<file path="src/rtl/calculation_unit_exponent_pipeline_pkg.sv">
// Shared types for the calculation unit exponent path: the operation select
// and the payload carried by every exponent pipeline stage.
package calculation;

  // Widest supported input exponent (double precision) and its result width.
  localparam int MAX_EXP_WIDTH = 11;
  localparam int RES_MAX_W     = MAX_EXP_WIDTH + 2;

  typedef enum logic [2:0] {
    ADD  = 3'd0,
    SUB  = 3'd1,
    MUL  = 3'd2,
    DIV  = 3'd3,
    SQRT = 3'd4
  } calculation_select;

  // Result is held sign-extended to the widest format; narrower
  // configurations use the low EXP_WIDTH+2 bits.
  typedef struct packed {
    logic signed [RES_MAX_W-1:0] result;
    logic                        sqrt_odd;
    logic                        overflow;
    logic                        underflow;
  } exp_stage_t;

endpackage

</file>
<file path="src/rtl/calculation_unit_exponent_pipeline_compute.sv">
// Combinational exponent arithmetic: operation select, signed add/sub/shift,
// sqrt odd flag and (with CALC_EXP_RANGE_FLAGS_EN) range flags.
module calculation_unit_exponent_compute
  import calculation::*;
#(
  parameter int EXP_WIDTH = 8
) (
  input  calculation::calculation_select op_select,
  input  logic signed [EXP_WIDTH-1:0]    exponent_a,
  input  logic signed [EXP_WIDTH-1:0]    exponent_b,
  output exp_stage_t                     payload
);

  localparam int W2 = EXP_WIDTH + 2;
`ifdef CALC_EXP_RANGE_FLAGS_EN
  localparam logic signed [W2-1:0] EMAX = W2'(2 ** (EXP_WIDTH - 1) - 1);
  localparam logic signed [W2-1:0] EMIN = W2'(-(2 ** (EXP_WIDTH - 1) - 2));

  function automatic logic above_max(input logic signed [W2-1:0] v);
    return v > EMAX;
  endfunction

  function automatic logic below_min(input logic signed [W2-1:0] v);
    return v < EMIN;
  endfunction
`endif

  logic signed [W2-1:0] a_ext;
  logic signed [W2-1:0] b_ext;
  logic signed [W2-1:0] res;
  logic                 odd;

  assign a_ext = W2'(exponent_a);
  assign b_ext = W2'(exponent_b);

  // Operation select; unknown encodings fall back to passing A through.
  always_comb begin
    res = a_ext;
    odd = 1'b0;
    case (op_select)
      MUL:     res = a_ext + b_ext;
      DIV:     res = a_ext - b_ext;
      SQRT: begin
        res = b_ext >>> 1;
        odd = exponent_b[0];
      end
      default: res = a_ext;
    endcase
  end

  // Pack the stage-0 payload.
  always_comb begin
    payload          = '0;
    payload.result   = RES_MAX_W'(res);
    payload.sqrt_odd = odd;
`ifdef CALC_EXP_RANGE_FLAGS_EN
    payload.overflow  = above_max(res);
    payload.underflow = below_min(res);
`endif
  end

endmodule

</file>
<file path="src/rtl/calculation_unit_exponent_pipeline.sv">
// Pipelined exponent path: a PIPE_DEPTH-deep valid/payload register chain
// with valid/ready handshake around the combinational exponent compute.
// Optional range flags are built when CALC_EXP_RANGE_FLAGS_EN is defined;
// otherwise exponent_overflow/exponent_underflow are constant 0.
module calculation_unit_exponent_pipeline
  import calculation::*;
#(
  parameter int EXP_WIDTH  = 8,
  parameter int PIPE_DEPTH = 2
) (
  input  logic                           clk,
  input  logic                           reset,
  input  logic                           in_valid,
  output logic                           in_ready,
  input  calculation::calculation_select calculation_select,
  input  logic signed [EXP_WIDTH-1:0]    aligned_exponent_a,
  input  logic signed [EXP_WIDTH-1:0]    aligned_exponent_b,
  output logic                           out_valid,
  input  logic                           out_ready,
  output logic signed [EXP_WIDTH+1:0]    calculated_exponent,
  output logic                           sqrt_odd,
  output logic                           exponent_overflow,
  output logic                           exponent_underflow
);

  localparam int LAST = PIPE_DEPTH - 1;

  exp_stage_t comp_p0;
  exp_stage_t stage_p [PIPE_DEPTH];
  logic       vld_p   [PIPE_DEPTH];
  logic       load    [PIPE_DEPTH];
  exp_stage_t src_pay [PIPE_DEPTH];
  logic       src_vld [PIPE_DEPTH];

  calculation_unit_exponent_compute #(
    .EXP_WIDTH (EXP_WIDTH)
  ) u_compute (
    .op_select  (calculation_select),
    .exponent_a (aligned_exponent_a),
    .exponent_b (aligned_exponent_b),
    .payload    (comp_p0)
  );

  // Ready chain: a stage loads when empty or when its contents move on.
  always_comb begin : ready_chain
    logic take;
    take = out_ready;
    for (int i = LAST; i >= 0; i--) begin
      load[i] = !vld_p[i] || take;
      take    = load[i];
    end
  end

  // Source of each stage: compute output for stage 0, previous stage otherwise.
  always_comb begin
    src_vld[0] = in_valid;
    src_pay[0] = comp_p0;
    for (int i = 1; i < PIPE_DEPTH; i++) begin
      src_vld[i] = vld_p[i-1];
      src_pay[i] = stage_p[i-1];
    end
  end

  // Stage registers: payload captured only on a transfer, stalled stages hold.
  always_ff @(posedge clk) begin
    if (reset) begin
      for (int i = 0; i < PIPE_DEPTH; i++) begin
        vld_p[i]   <= 1'b0;
        stage_p[i] <= '0;
      end
    end else begin
      for (int i = 0; i < PIPE_DEPTH; i++) begin
        if (load[i]) begin
          vld_p[i] <= src_vld[i];
          if (src_vld[i]) stage_p[i] <= src_pay[i];
        end
      end
    end
  end

  // Full-width view of the last stage result; only the low bits leave the block.
  logic signed [RES_MAX_W-1:0] unused_res_full;
  assign unused_res_full = stage_p[LAST].result;

  assign in_ready            = load[0];
  assign out_valid           = vld_p[LAST];
  assign calculated_exponent = unused_res_full[EXP_WIDTH+1:0];
  assign sqrt_odd            = stage_p[LAST].sqrt_odd;
`ifdef CALC_EXP_RANGE_FLAGS_EN
  assign exponent_overflow   = stage_p[LAST].overflow;
  assign exponent_underflow  = stage_p[LAST].underflow;
`else
  logic unused_flags;
  assign unused_flags        = stage_p[LAST].overflow ^ stage_p[LAST].underflow;
  assign exponent_overflow   = 1'b0;
  assign exponent_underflow  = 1'b0;
`endif

endmodule

</file>
<file path="config.mk">
export PLATFORM = sky130hd
export DESIGN_NAME = calculation_unit_exponent_pipeline
export DESIGN_NICKNAME = d
export VERILOG_FILES = /design/src/rtl/calculation_unit_exponent_pipeline_pkg.sv /design/src/rtl/calculation_unit_exponent_pipeline_compute.sv /design/src/rtl/calculation_unit_exponent_pipeline.sv
export SDC_FILE = /design/constraint.sdc
export NUM_CORES = 1
export LEC_CHECK = 0
export BUFFER_PORTS_ARGS = -buffer_cell sky130_fd_sc_hd__buf_4
export CORE_MARGIN = 2
export CORE_UTILIZATION = 53
export CTS_CLUSTER_DIAMETER = 200
export CTS_CLUSTER_SIZE = 8
export DETAILED_ROUTE_END_ITERATION = 7
export HOLD_SLACK_MARGIN = 0.03
export PLACE_DENSITY = 0.79
export SLEW_MARGIN = 20
export SYNTH_ARGS = -nofsm -noshare
export SYNTH_HDL_FRONTEND = slang
export SYNTH_SLANG_ARGS = --single-unit
</file>
<file path="constraint.sdc">
create_clock -name clk -period 3.9 [get_ports clk]
set_input_delay 0.78 -clock clk [delete_from_list [all_inputs] [get_ports clk]]
set_output_delay 0.78 -clock clk [all_outputs]
set_load 0.005 [all_outputs]
</file>
==> results of run 1 <==
-- per-stage QoR --
step                      cells  total power, mW  cell area, um2  hold slack, ps  worst slack [ps]
after global routing        222            0.587            1850             570               508
after CTS                   222            0.560            1850             557               688
after floorplan             158            0.406            1550             520               635
after global placement      219            0.463            1830             522               479
final                       222            0.557            1850             552               695
after detailed placement    219            0.466            1830             531               368
-- layout make-up --
type / count / area [um2] / share of cell area [%]
Timing Repair Buffer: 36 / 270 / 14.6
Multi-Input combinational cell: 121 / 823 / 44.5
Inverter: 9 / 33.8 / 1.83
Sequential cell: 22 / 661 / 35.7
Clock buffer: 3 / 22.5 / 1.22
Tap cell: 31 / 38.8 / 2.10
-- worst max-delay path, delay by kind of cell --
kind	cells	cell delay, ps
AOI/OAI and AO/OA	3	780
adders and majority gates	2	470
buffers and inverters	2	180
and+or+nand+nor	3	690
xor gates and xnor gates	2	370
-- Yosys cell counts (2+ instances only) --
master	instances	area share, %
edfxtp_1	22	43
nand2_1	14	3.4
nor2_1	14	3.4
and3_1	13	5.3
a21oi_1	10	3.2
ha_1	9	7.3
inv_1	9	2.2
xor2_1	6	3.4
nand2b_1	5	2.0
nor3_1	4	1.3
o31ai_1	4	1.9
xnor2_1	4	2.3
a21oi_2	3	1.7
a221oi_1	3	1.7
a22oi_1	3	1.5
buf_4	3	1.5
clkbuf_1	3	0.73
nor2b_1	3	1.2
nand3_1	2	0.65
nand3b_1	2	0.97
o21a_1	2	0.97
or3_1	2	0.81
-- final timing paths --
| kind | start | end | cells past startpoint |
|---|---|---|---|
| max reg2reg | vld_p[0][1]$_SDFFCE_PN0P_ | stage_p[0][9]$_SDFFCE_PN0P_ | 4 |
| min reg2reg | stage_p[0][10]$_SDFFCE_PN0P_ | stage_p[0][26]$_SDFFCE_PN0P_ | 1 |
| min | stage_p[0][10]$_SDFFCE_PN0P_ | stage_p[0][26]$_SDFFCE_PN0P_ | 1 |
| max | aligned_exponent_b[1] | stage_p[0][14]$_SDFFCE_PN0P_ | 12 |
-- layout by cell type (no fill, tap or decap), types with 2 or more instances in the layout --
cell type	count
a22oi_1	3
o21a_1	2
a21oi_2	3
edfxtp_1	22
buf_4	36
nand2_1	14
and3_1	13
conb_1	2
a21oi_1	10
xnor2_1	4
xor2_1	6
nor3_1	4
nor2b_1	3
ha_1	9
nand3b_1	2
inv_1	9
nand2b_1	5
clkbuf_4	3
nor2_1	14
nand3_1	2
or3_1	2
a221oi_1	3
o31ai_1	4
-- where the power goes --
| part | internal, mW | switching [mW] |
|---|---|---|
| logic | 0.0828 | 0.0912 |
| clock network | 0.0360 | 0.0584 |
| registers | 0.283 | 0.00506 |
| total | 0.402 | 0.155 |
-- cell families after synthesis --
family	share of synthesized area (%)
compound gates	16.4
xor+xnor	5.66
fa+ha+maj	8.57
buf+inv	4.37
flops	42.7
other cells	0.242
simple gates	22.1
-- layer usage --
layer / global-route usage [%] / part of all wire, %
met1: 22.8 / 45
met2: 35.6 / 50
met3: 1.12 / 3.6
met4: 8.64 / 1.7
met5: 0 / 0
-- flip-flops by register name, summed over array words and instances, names as in the netlist --
register and count:
vld_p 2, stage_p 20
==> out/qor.yml, run 1 <==
status: "completed"
root_buffer: "clkbuf_4"
fillCellCount: 224
setup_viol: 0
rrSetupSlack_ps: 2170
antenna_found_initial: 0
worstPathArrival_ps: 3270
core_area_um2: 2760
power.static_leakage_nw: 0.849
ys.flop_type: "edfxtp_1"
path_class: "primary input to register"
critical_path.cell_chain: "buf_4 > inv_1 > ha_1 > or3b_4 > nand2_1 > xor2_1 > ha_1 > and3_1 > a2111oi_1 > a21oi_2 > xnor2_1 > o21ai_2"
synth_area_um2: 1550
synth.avg_cell_area_um2: 9.86
worst_pin_slew_ps: 814
path_clk_slew_ps: 100
cts.sinks: 22
start_util_pct: 56.1
slowest_delay_ps: 590
die_h_um: 58.0
drive_gt1_share_pct: 24.1
grt_pass1_wl_mm: 4.97
drv_slew: 0
post_cts_resized: 0
grt_pass1_vias: 1151
routed_via_density: 5.56
route.detailed.drc: 0
critPathMostFrequentCell: "ha_1"
synth_cell_type_count: 39
slew_headroom_pct: 45.7
die-area_um2: 3370
drt_iter0_markers: 32
layout.nets: 226
yosysWarnings: 0
rsz0062_at_grt: "false"
async_reset_ff_share_pct: 0
drt-total-wl_mm: 3.10
io_buffers: 35
synth_cells: 157
end_kind: "register"
vias: 1234
cts_max_level: 1
grt_use_total_pct: 19.2
dp_hpwl_mm: 2.47
tns_ps: 0
overflow: 0
final_core_util_pct: 67.1
io_pins: 38
fmax_ghz: 0.312
slowest_stage: "a2111oi_1"
maxCapViolCount: 0
post_cts_buffers: 0
ys_seq_area_share_pct: 42.7
synth-seq-cells: 22
fin_crit_ps: 3210
detail-route-antenna-nets: 0
rows: 19
peakVddDrop_uv: 236
cts_tree: "done"
synth_edf_count: 22
min_path_type: "register to register"
numCtsBuffers: 3
crit_required_ps: 3960
gp_congestion: 0.828
finalCritPeriodShare_pct: 82.2
fin_skew_ps: 2.69
worst-path-max-fanout: 6
p_per_area_nw_per_um2: 301
n_antenna_cell: 0
clkLatencyLatePin_ps: 300
drt-pass1-iter-count: 4
area.growth.synth_to_final_pct: 19.5
grt_max_degree: 15
cts.hold.buffers_added: 0
clock_path_buffers: 2
avgRoutedWirePerCell_um: 14.0
die_w_um: 58.0
hold_violations: 0
start_kind: "primary input"
No activity file was read; power rests on OpenSTA's default activity.
==> run 2, diff against run 1 <==
- ABC_AREA: unset -> 1
- CORE_UTILIZATION: 53 -> 49
- PLACE_DENSITY: 0.79 -> 0.76
- clock period: 3.9 -> 2.9 ns (I/O delays scaled with it)
==> out/qor.yml, run 2 <==
cts_tree: "done"
path_clk_slew_ps: 110  # about the same
final_cell_mix: "nand2_1 (48), inv_1 (35), buf_4 (35), edfxtp_1 (22), nor2_1 (17)"
grt_max_degree: 21  # +6
status: "completed"
sw_frac_of_total_pct: 30.0  # +2.2 points
drt_iter0_markers: 22  # -31%
grt_pass1_wl_mm: 5.05  # +1.7%
fmax_ghz: 0.387
clkLatencyLatePin_ps: 290  # about the same
rows: 21  # +2
io_pins: 38  # unchanged
final_core_util_pct: 60.4  # -6.6 points
layout_top_registers: "stage_p (20), vld_p (2)"
power.static_leakage_nw: 0.978  # +15%
ys_seq_area_share_pct: 38.7  # -4.0 points
io_buffers: 35  # unchanged
crit_required_ps: 2930  # -1030 ps
r2r-end: "stage_p[0][9]$_SDFFCE_PN0P_"
cts_max_level: 1  # unchanged
synth.top_cell.area_share_pct: 38.7  # -4.0 points
cts.sinks: 22  # unchanged
pwr-share-seq_pct: 50.4  # -1.4 points
ys.flop_type: "edfxtp_1"
avgRoutedWirePerCell_um: 9.38  # -33%
core_area_um2: 3340  # +21%
end_kind: "register"
synth.avg_cell_area_um2: 7.98  # -19%
drt-pass1-iter-count: 4  # unchanged
finalCritPeriodShare_pct: 89.2
synthTopCellsByArea: "edfxtp_1 (39%), nand2_1 (11%), inv_1 (7.7%)"
start_kind: "primary input"
path_class: "primary input to register"
route.detailed.drc: 0  # unchanged
tns_ps: 0  # unchanged
synth_cell_type_count: 33  # -15%
layout.nets: 283  # +25%
detail-route-antenna-nets: 0  # unchanged
worstReg2RegStart: "vld_p[0][1]$_SDFFCE_PN0P_"
post_cts_buffers: 0  # unchanged
yosys-top-cells-count: "nand2_1 (48), inv_1 (35), edfxtp_1 (22)"
ff2ff_path_depth: 9  # +5
top_register: "stage_p"
die_h_um: 63.0  # +8.6%
internal-power_mw: 0.540  # +34%
worst_pin_slew_ps: 736  # -77.3 ps
layout_commonest_cell: "nand2_1"
post_cts_resized: 0  # unchanged
hp-start: "stage_p[0][2]$_SDFFCE_PN0P_"
yosysWarnings: 0  # unchanged
maxCapViolCount: 0  # unchanged
dp_hpwl_mm: 2.32  # -5.8%
routed_via_density: 4.73  # -15%
fin_crit_ps: 2590
hold_violations: 0  # unchanged
rrSetupSlack_ps: 1260  # -910 ps
synth-seq-cells: 22  # unchanged
die_w_um: 63.0  # +8.6%
peakVddDrop_uv: 143  # -39%
root_buffer: "clkbuf_4"
die-area_um2: 3970  # +18%
grt_use_total_pct: 15.4  # -3.8 points
drt-total-wl_mm: 2.77  # -11%
synth_cells: 214  # +36%
gp_congestion: 0.789  # -4.7%
largest_reg_flops: 20  # unchanged
cp-startpoint: "aligned_exponent_b[0]"
antenna_found_initial: 0  # unchanged
rsz0062_at_grt: "false"
drv_slew: 0  # unchanged
start_util_pct: 51.2  # -4.9 points
cts.hold.buffers_added: 0  # unchanged
drive_gt1_share_pct: 28.1  # +4.0 points
slew_headroom_pct: 50.6  # +4.9 points
setup_viol: 0  # unchanged
fin_skew_ps: 1.47  # -1.22 ps
min_path_type: "register to register"
numCtsBuffers: 3  # unchanged
n_antenna_cell: 0  # unchanged
vias: 1395  # +13%
synth_edf_count: 22  # unchanged
synth_area_um2: 1710  # +10%
area.growth.synth_to_final_pct: 18.1
yosysTopAreaCell: "edfxtp_1"
clkPwrFrac_pct: 16.6  # -0.4 points
overflow: 0  # unchanged
power.switching_mw: 0.232  # +50%
p_per_area_nw_per_um2: 382  # +27%
worstPathArrival_ps: 2620  # -650 ps
worst-path-max-fanout: 4  # -2
async_reset_ff_share_pct: 0  # unchanged
fin_ws_ps: 313  # -381 ps
synth_most_common_cell: "nand2_1"
fin_hold_ws_ps: 551  # -1.35 ps
critPathCapture: "stage_p[0][14]$_SDFFCE_PN0P_"
combinationalPowerShare_pct: 33.0  # +1.7 points
clock_path_buffers: 2  # unchanged
dp_slack_ps: -22.6  # -391 ps
grt_pass1_vias: 1246  # +8.3%
==> run 2: changes by cell type in the layout (fill, tap and decap cells not counted), sizes merged, moves of 3 or more <==
| cell | previous run | this run |
|---|---|---|
| nand2 | 14 | 51 |
| a21oi | 13 | 10 |
| and3 | 13 | 0 |
| inv | 9 | 46 |
| a22oi | 3 | 0 |
| nand2b | 5 | 0 |
| nor2b | 3 | 0 |
| a221oi | 3 | 0 |
| nor2 | 14 | 23 |
| xor2 | 6 | 3 |
| o21ai | 3 | 7 |
| a31oi | 0 | 6 |
| nand3 | 2 | 12 |
==> run 2: worst max-delay path, stage by stage <==
cell     delay [ps]
buf_4           120
inv_1            80
ha_1            180
inv_1            40
nor2_1          130
nand2_1          90
o31ai_1         240
xor2_1          170
inv_1            50
ha_1            320
nand2_1          80
nor3_1          200
nand2_1          80
nand3_1          80
nand3_2          80
nand3_2          60
a21oi_2          50
==> run 2: through the flow <==
stage | power (mW) | cells | instance area [um2]
after floorplan | 0.574 | 215 | 1710
after global placement | 0.647 | 291 | 1990
after detailed placement | 0.651 | 291 | 1990
after CTS | 0.777 | 295 | 2020
after global routing | 0.833 | 295 | 2020
final | 0.771 | 295 | 2020
==> run 2: area by class of cell <==
cell class / count / area (um2)
clock buffers: 3 / 22.5
clock inverters: 1 / 3.75
fillers: 323 / 1320
inverters: 46 / 173
multi-input cells: 142 / 837
flip-flops and latches: 22 / 661
well taps: 46 / 57.6
repair buffers: 35 / 263
==> run 2: kinds of logic after synthesis <==
kind of cell / Yosys count / synth area share [%]
AO/OA/AOI/OAI: 29 / 10.9
XOR/XNOR: 6 / 3.08
adder cells (fa/ha/maj): 10 / 7.77
buffers and inverters: 51 / 12.5
flip-flops: 22 / 38.7
other: 1 / 0.220
AND/OR/NAND/NOR: 95 / 26.8
==> run 2: power by group through the flow <==
stage / Combinational, mW / Clock (mW) / Sequential (mW)
finish: 0.254 / 0.128 / 0.389
global route: 0.292 / 0.150 / 0.392
CTS: 0.256 / 0.132 / 0.389
detailed placement: 0.255 / 0 / 0.396
global placement: 0.252 / 0 / 0.396
floorplan: 0.176 / 0 / 0.398
==> run 2: worst min path at each step <==
stage                     slack (ps)                      endpoint  cells after the start
final                            550  stage_p[0][18]$_SDFFCE_PN0P_                      2
after global placement           520  stage_p[0][25]$_SDFFCE_PN0P_                      2
after detailed placement         530  stage_p[0][18]$_SDFFCE_PN0P_                      2
after global routing             590  stage_p[0][22]$_SDFFCE_PN0P_                      2
after CTS                        560  stage_p[0][18]$_SDFFCE_PN0P_                      2
after floorplan                  520  stage_p[0][18]$_SDFFCE_PN0P_                      2
==> run 2: routing by layer <==
metal | GRT usage (%) | wire length (um)
met5 | 0 | 0
met1 | 19.6 | 1260
met2 | 28.1 | 1340
met4 | 5.83 | 27
met3 | 0 | 141
